[src/rtl/sw_rx_tag_demux.sv]
// Tag demultiplexer: strips a 1-byte port tag from a GMII stream and routes the frame to one of four ports.
// Optional statistics counters are built only when SW_DEMUX_STAT_EN is defined.
//
// state    | meaning
// WAIT_GAP | after reset, waiting for a dv=0 cycle so a partial frame is discarded
// IDLE     | between frames; the next dv=1 byte is the tag
// FWD      | forwarding payload to the latched port
// DROP     | discarding the rest of a bad, disabled or truncated frame
module sw_rx_tag_demux #(
  parameter int C_MAX_LEN = 1536,
  parameter int C_CNT_W   = 16
) (
  input  logic                 I_125m_clk,
  input  logic                 I_rst,
  input  logic [3:0]           I_port_en,
  input  logic                 I_rx_gmii_dv,
  input  logic                 I_rx_gmii_err,
  input  logic [7:0]           I_rx_gmii_d,
  output logic                 O_rx_gmii_dv_p0,
  output logic                 O_rx_gmii_dv_p1,
  output logic                 O_rx_gmii_dv_p2,
  output logic                 O_rx_gmii_dv_p3,
  output logic [7:0]           O_rx_gmii_d_p0,
  output logic [7:0]           O_rx_gmii_d_p1,
  output logic [7:0]           O_rx_gmii_d_p2,
  output logic [7:0]           O_rx_gmii_d_p3,
  output logic                 O_rx_gmii_err_p0,
  output logic                 O_rx_gmii_err_p1,
  output logic                 O_rx_gmii_err_p2,
  output logic                 O_rx_gmii_err_p3,
  output logic                 O_bad_tag,
  output logic                 O_port_drop,
  output logic                 O_oversize,
  output logic [4*C_CNT_W-1:0] O_frm_cnt,
  output logic [C_CNT_W-1:0]   O_bad_cnt
);

  localparam int LEN_W = ($clog2(C_MAX_LEN + 1) > 11) ? $clog2(C_MAX_LEN + 1) : 11;
  localparam logic [LEN_W-1:0] MAX_LEN = LEN_W'(C_MAX_LEN);

  typedef enum logic [1:0] {WAIT_GAP, IDLE, FWD, DROP} state_t;

  state_t           state_q, state_n;
  logic             dv_r, err_r;
  logic [7:0]       d_r;
  logic [3:0]       en_r;
  logic [1:0]       port_q, port_n;
  logic [LEN_W-1:0] cnt_q, cnt_n, cnt_inc;
  logic             tag_ok, at_max;
  logic [3:0]       dv_n, err_n, dv_q, err_q;
  logic [3:0][7:0]  d_n, d_q;
  logic             bad_tag_n, port_drop_n, oversize_n;
  logic             bad_tag_q, port_drop_q, oversize_q;

  assign tag_ok  = (d_r[7:4] == 4'hA) && (d_r[3:2] == 2'b00) && !err_r;
  assign cnt_inc = (cnt_q == '1) ? cnt_q : cnt_q + LEN_W'(1);
  assign at_max  = (cnt_inc == MAX_LEN);

  always_ff @(posedge I_125m_clk or posedge I_rst) begin
    if (I_rst) begin
      dv_r    <= 1'b0;
      err_r   <= 1'b0;
      d_r     <= '0;
      en_r    <= '0;
      state_q <= WAIT_GAP;
      port_q  <= '0;
      cnt_q   <= '0;
    end else begin
      dv_r    <= I_rx_gmii_dv;
      err_r   <= I_rx_gmii_err;
      d_r     <= I_rx_gmii_d;
      en_r    <= I_port_en;
      state_q <= state_n;
      port_q  <= port_n;
      cnt_q   <= cnt_n;
    end
  end

  always_comb begin
    state_n     = state_q;
    port_n      = port_q;
    cnt_n       = cnt_q;
    dv_n        = '0;
    d_n         = '0;
    err_n       = '0;
    bad_tag_n   = 1'b0;
    port_drop_n = 1'b0;
    oversize_n  = 1'b0;
    unique case (state_q)
      // Raw input dv is used here: the input register reads 0 right after reset,
      // which would otherwise look like a gap in a frame still in flight.
      WAIT_GAP: if (!I_rx_gmii_dv) state_n = IDLE;
      IDLE: begin
        if (dv_r) begin
          cnt_n = '0;
          if (!tag_ok) begin
            state_n   = DROP;
            bad_tag_n = 1'b1;
          end else if (!en_r[d_r[1:0]]) begin
            state_n     = DROP;
            port_drop_n = 1'b1;
          end else begin
            state_n = FWD;
            port_n  = d_r[1:0];
          end
        end
      end
      FWD: begin
        if (!dv_r) begin
          state_n = IDLE;
        end else begin
          cnt_n         = cnt_inc;
          dv_n[port_q]  = 1'b1;
          d_n[port_q]   = d_r;
          err_n[port_q] = err_r | at_max;
          if (at_max) begin
            state_n    = DROP;
            oversize_n = 1'b1;
          end
        end
      end
      DROP: if (!dv_r) state_n = IDLE;
      default: state_n = WAIT_GAP;
    endcase
  end

  always_ff @(posedge I_125m_clk or posedge I_rst) begin
    if (I_rst) begin
      dv_q        <= '0;
      d_q         <= '0;
      err_q       <= '0;
      bad_tag_q   <= 1'b0;
      port_drop_q <= 1'b0;
      oversize_q  <= 1'b0;
    end else begin
      dv_q        <= dv_n;
      d_q         <= d_n;
      err_q       <= err_n;
      bad_tag_q   <= bad_tag_n;
      port_drop_q <= port_drop_n;
      oversize_q  <= oversize_n;
    end
  end

  assign O_rx_gmii_dv_p0  = dv_q[0];
  assign O_rx_gmii_dv_p1  = dv_q[1];
  assign O_rx_gmii_dv_p2  = dv_q[2];
  assign O_rx_gmii_dv_p3  = dv_q[3];
  assign O_rx_gmii_d_p0   = d_q[0];
  assign O_rx_gmii_d_p1   = d_q[1];
  assign O_rx_gmii_d_p2   = d_q[2];
  assign O_rx_gmii_d_p3   = d_q[3];
  assign O_rx_gmii_err_p0 = err_q[0];
  assign O_rx_gmii_err_p1 = err_q[1];
  assign O_rx_gmii_err_p2 = err_q[2];
  assign O_rx_gmii_err_p3 = err_q[3];
  assign O_bad_tag        = bad_tag_q;
  assign O_port_drop      = port_drop_q;
  assign O_oversize       = oversize_q;

`ifdef SW_DEMUX_STAT_EN
  logic [3:0][C_CNT_W-1:0] frm_cnt_q;
  logic [C_CNT_W-1:0]      bad_cnt_q;
  logic                    frm_done;

  // Truncated frames leave FWD through DROP, so they never count as good.
  assign frm_done = (state_q == FWD) && !dv_r;

  always_ff @(posedge I_125m_clk or posedge I_rst) begin
    if (I_rst) begin
      frm_cnt_q <= '0;
      bad_cnt_q <= '0;
    end else begin
      for (int i = 0; i < 4; i++) begin
        if (frm_done && (port_q == 2'(i)) && (frm_cnt_q[i] != '1))
          frm_cnt_q[i] <= frm_cnt_q[i] + C_CNT_W'(1);
      end
      if ((bad_tag_q || port_drop_q || oversize_q) && (bad_cnt_q != '1))
        bad_cnt_q <= bad_cnt_q + C_CNT_W'(1);
    end
  end

  assign O_frm_cnt = frm_cnt_q;
  assign O_bad_cnt = bad_cnt_q;
`else
  assign O_frm_cnt = '0;
  assign O_bad_cnt = '0;
`endif

endmodule

[config.mk]
export PLATFORM = sky130hd
export DESIGN_NAME = sw_rx_tag_demux
export DESIGN_NICKNAME = d
export VERILOG_FILES = /design/src/rtl/sw_rx_tag_demux.sv
export SDC_FILE = /design/constraint.sdc
export NUM_CORES = 1
export LEC_CHECK = 0
export ABC_CLOCK_PERIOD_IN_PS = 7000
export CAP_MARGIN = 0
export CORE_UTILIZATION = 47
export DETAILED_ROUTE_END_ITERATION = 10
export PLACE_DENSITY_LB_ADDON = 0.1
export SYNTH_ARGS = -nofsm -noshare
export SYNTH_HDL_FRONTEND = slang
export SYNTH_SLANG_ARGS = --single-unit
[constraint.sdc]
create_clock -name I_125m_clk -period 7 [get_ports I_125m_clk]
set_input_delay 1.4 -clock I_125m_clk [delete_from_list [all_inputs] [get_ports I_125m_clk]]
set_output_delay 1.4 -clock I_125m_clk [all_outputs]
set_load 0.02 [all_outputs]
==> parameters.txt <==
Parameter                              Value

Status
  Status    completed

Synth
  Seq/Total Area, Yosys    51.9%
  Number of distinct standard cells referenced by the synthesized netlist    41
  Number of storage elements in the synthesis netlist    72
  Total number of yosys warnings    0
  Number of cells produced by synthesis    326
  Avg Inst Size Synth    10.7 um2
  Netlist Area Pre-Place    0.00347 mm2

Timing
  Period minus WS final    2720 ps
  Final Hold Vio Count    0
  Max-slew violation count    0
  Slew HR    32.0%
  Unrepaired setup endpoints after global routing    false
  Endpoints failing setup    0
  Tcrit/Tclk final    38.9%
  Slew at the pin closest to its max-slew limit    1010 ps
  Fmax    367 MHz
  Setup skew after layout    7.05 ps
  Total negative slack    0 ps

Critical path
  Maximum single-stage delay on the critical path    610 ps
  Worst r2r path cells    5
  Arrival time worst endpoint    1320 ps
  Setup slack on the worst flop-to-flop path    4740 ps
  R2r endpoint    O_rx_gmii_d_p0[6]
  Cell family contributing the most delay on the critical path    buffers and inverters
  Cells along the critical path    clkdlybuf4s50_1
  Data required time of the critical path    5600 ps
  Largest fanout of any net on the critical path    1
  Critical path buffer and inverter count    1
  Startpoint of the most critical setup path    O_port_drop
  Launching element type of the critical path    flop
  Type of the worst setup path    flop to output port
  Reg-to-reg critical path startpoint    state_q[0]
  Critical path endpoint category    output port
  Crit path max-delay cell type    clkdlybuf4s50_1

Routing
  Antenna Violating Nets Remaining    0
  Detail-routed via count per cell    4.61
  Drt first pass iters    4
  Vias    2,242
  Routed WL per cell    13.0 um
  Total DRC errors in the routed layout    0
  Final Routed Wirelength    6330 um
  Initial DRC count    178

Layout
  Most frequent cells in the layout    conb_1, dfrtp_1, clkdlybuf4s50_1
  Fillcell total    600
  Total area of multi-input combinational cells    0.00129 mm2
  P&R area growth vs syn    17.3%
  Layout cells sized above 1    6.41%
  Sequential cell area    0.00180 mm2
  Non-filler instance count after layout    486
  Antenna cell count    0
  Commonest non-fill, non-tap cell in the layout    conb_1
  Final Net Count    406

Global routing
  Gr ovfl total    0
  Largest net degree at the start of global routing    73
  Initial antenna violation count    0
  Via count of the first global-routing pass    1,913
  Global-route wire length before repair    9800 um
  Global-route usage over all layers    17.4%

Hold path
  Depth of the worst hold-timing path    1
  Min-Delay Startpoint    d_r[7]
  Hold path endpoint    O_rx_gmii_d_p1[7]
  Worst min-delay path category    flop to flop

Power and ir drop
  Peak VDD IR    133 uV
  Power per unit of standard cell area    249 mW/mm2
  Total power draw    1.01 mW
  Static Leakage    1.96 nW

CTS
  Max H-tree Level    3
  Sink Count    72
  Clock insertion delay at the later pin of the skew report    350 ps
  Clock tree root driver cell    clkbuf_8
  Post-CTS resize count    0
  Number of buffers added to fix hold violations after cts    0
  Setup fix buffers added after clock tree synthesis    0
  Clock transition at the registers of the reported paths    80 ps
  TritonCTS clock tree    yes
  Clock Tree Buf Depth    2
  Total clock buffers created by CTS    9

Placed design
  Routability congestion estimate    0.812
  Number of buffer cells added on primary ports    58
  Detail Placement HPWL    4430 um
  Placed Cells incl. Taps    470

Floorplanning
  Cell row count    30
  Top-level port count    139
  Area inside the core boundary    0.00698 mm2
  Vertical die dimension    88.0 um
  Overall die area    0.00774 mm2
  X dimension of the die    88.0 um
  Starting utilization of the core area    49.7%

Flow run
  Number of max-cap violations    0
==> cells by family (layout without fill, tap and decap cells) <==
kind of cell / count (synthesis) / in the layout / share of synthesized area (%)
muxes: 5 / 5 / 1.87
other: 1 / 80 / 0.108
xor gates and xnor gates: 2 / 2 / 0.504
AOI/OAI and AO/OA: 35 / 35 / 6.45
buffers and inverters: 97 / 82 / 19.4
and+or+nand+nor: 109 / 109 / 18.0
adders and majority gates: 5 / 5 / 1.80
DFF: 72 / 72 / 51.9
==> cells in the mapped netlist (all sizes together) <==
library cell  count  area [um2]
a21boi            1        7.51
nor4              1        6.26
xnor2             1        8.76
a31oi             4        25.0
o21ai             6        30.0
nand4             6        37.5
or2               1        6.26
nor3b             1        7.51
nand2            19        71.3
mux2              2        22.5
and3              7        43.8
ha                5        62.6
clkbuf            3        11.3
mux4              1        22.5
nor2b             5        31.3
and4              1        8.76
buf              87         636
a21oi            10        50.1
nand2b            1        6.26
o22ai             2        12.5
and4b             1        10.0
nor4b             1        23.8
inv               7        26.3
nor2             13        48.8
xor2              1        8.76
dfrtp            72        1800
o41ai             3        26.3
conb              1        3.75
nand3             8        45.0
a211oi            4        30.0
mux2i             2        20.0
and2             36         225
or4b              1        13.8
a32o              1        10.0
nor3              7        40.0
o31ai             2        15.0
o32ai             1        8.76
a22o              1        8.76
==> worst max-delay path by stage <==
stage                        end  slack [ps]  cells after the start
2_1_floorplan          O_bad_tag        3780                      1
3_3_place_gp          state_q[0]        4240                      6
3_5_place_dp          state_q[0]        4170                      6
4_1_cts        O_rx_gmii_d_p0[6]        4270                      1
5_1_grt              O_port_drop        4220                      1
6_report             O_port_drop        4280                      1
==> metal layers <==
layer	GRT usage [%]	part of all wire, %
met3	2.83	7.6
met1	23.8	43
met4	10.1	2.1
met5	0	0
met2	26.2	47
==> per-stage QoR <==
stage / setup WS, ps / cell area, um2 / hold slack [ps] / utilization (%)
3_5_place_dp: 4170 / 3830 / 539 / 54.9
2_1_floorplan: 3780 / 3770 / 488 / -
4_1_cts: 4270 / 4080 / 558 / 58.4
3_3_place_gp: 4240 / 3830 / 527 / 54.9
6_report: 4280 / 4080 / 550 / 58.4
5_1_grt: 4220 / 4080 / 584 / 58.4
==> power by group <==
group / switching (mW) / internal [mW]
clock network: 0.155 / 0.239
registers: 0.0184 / 0.435
logic: 0.111 / 0.0554
==> registers in the layout (all words and copies together) (netlist names), 4 cells and up <==
signal,flops
O_rx_gmii_d_p0,8
O_rx_gmii_d_p1,8
cnt_q,11
dv_q,4
d_r,8
O_rx_gmii_d_p3,8
err_q,4
O_rx_gmii_d_p2,8
en_r,4
==> final cells by class <==
class	count	area share [%]
clock inverter	6	2.86
clock buffer	10	3.13
inverter	7	0.645
sequential	72	44.2
timing repair buffer	59	14.4
tap	96	2.95
multi-input combinational	236	31.8
Note: power is estimated with default switching activity, not from simulation.
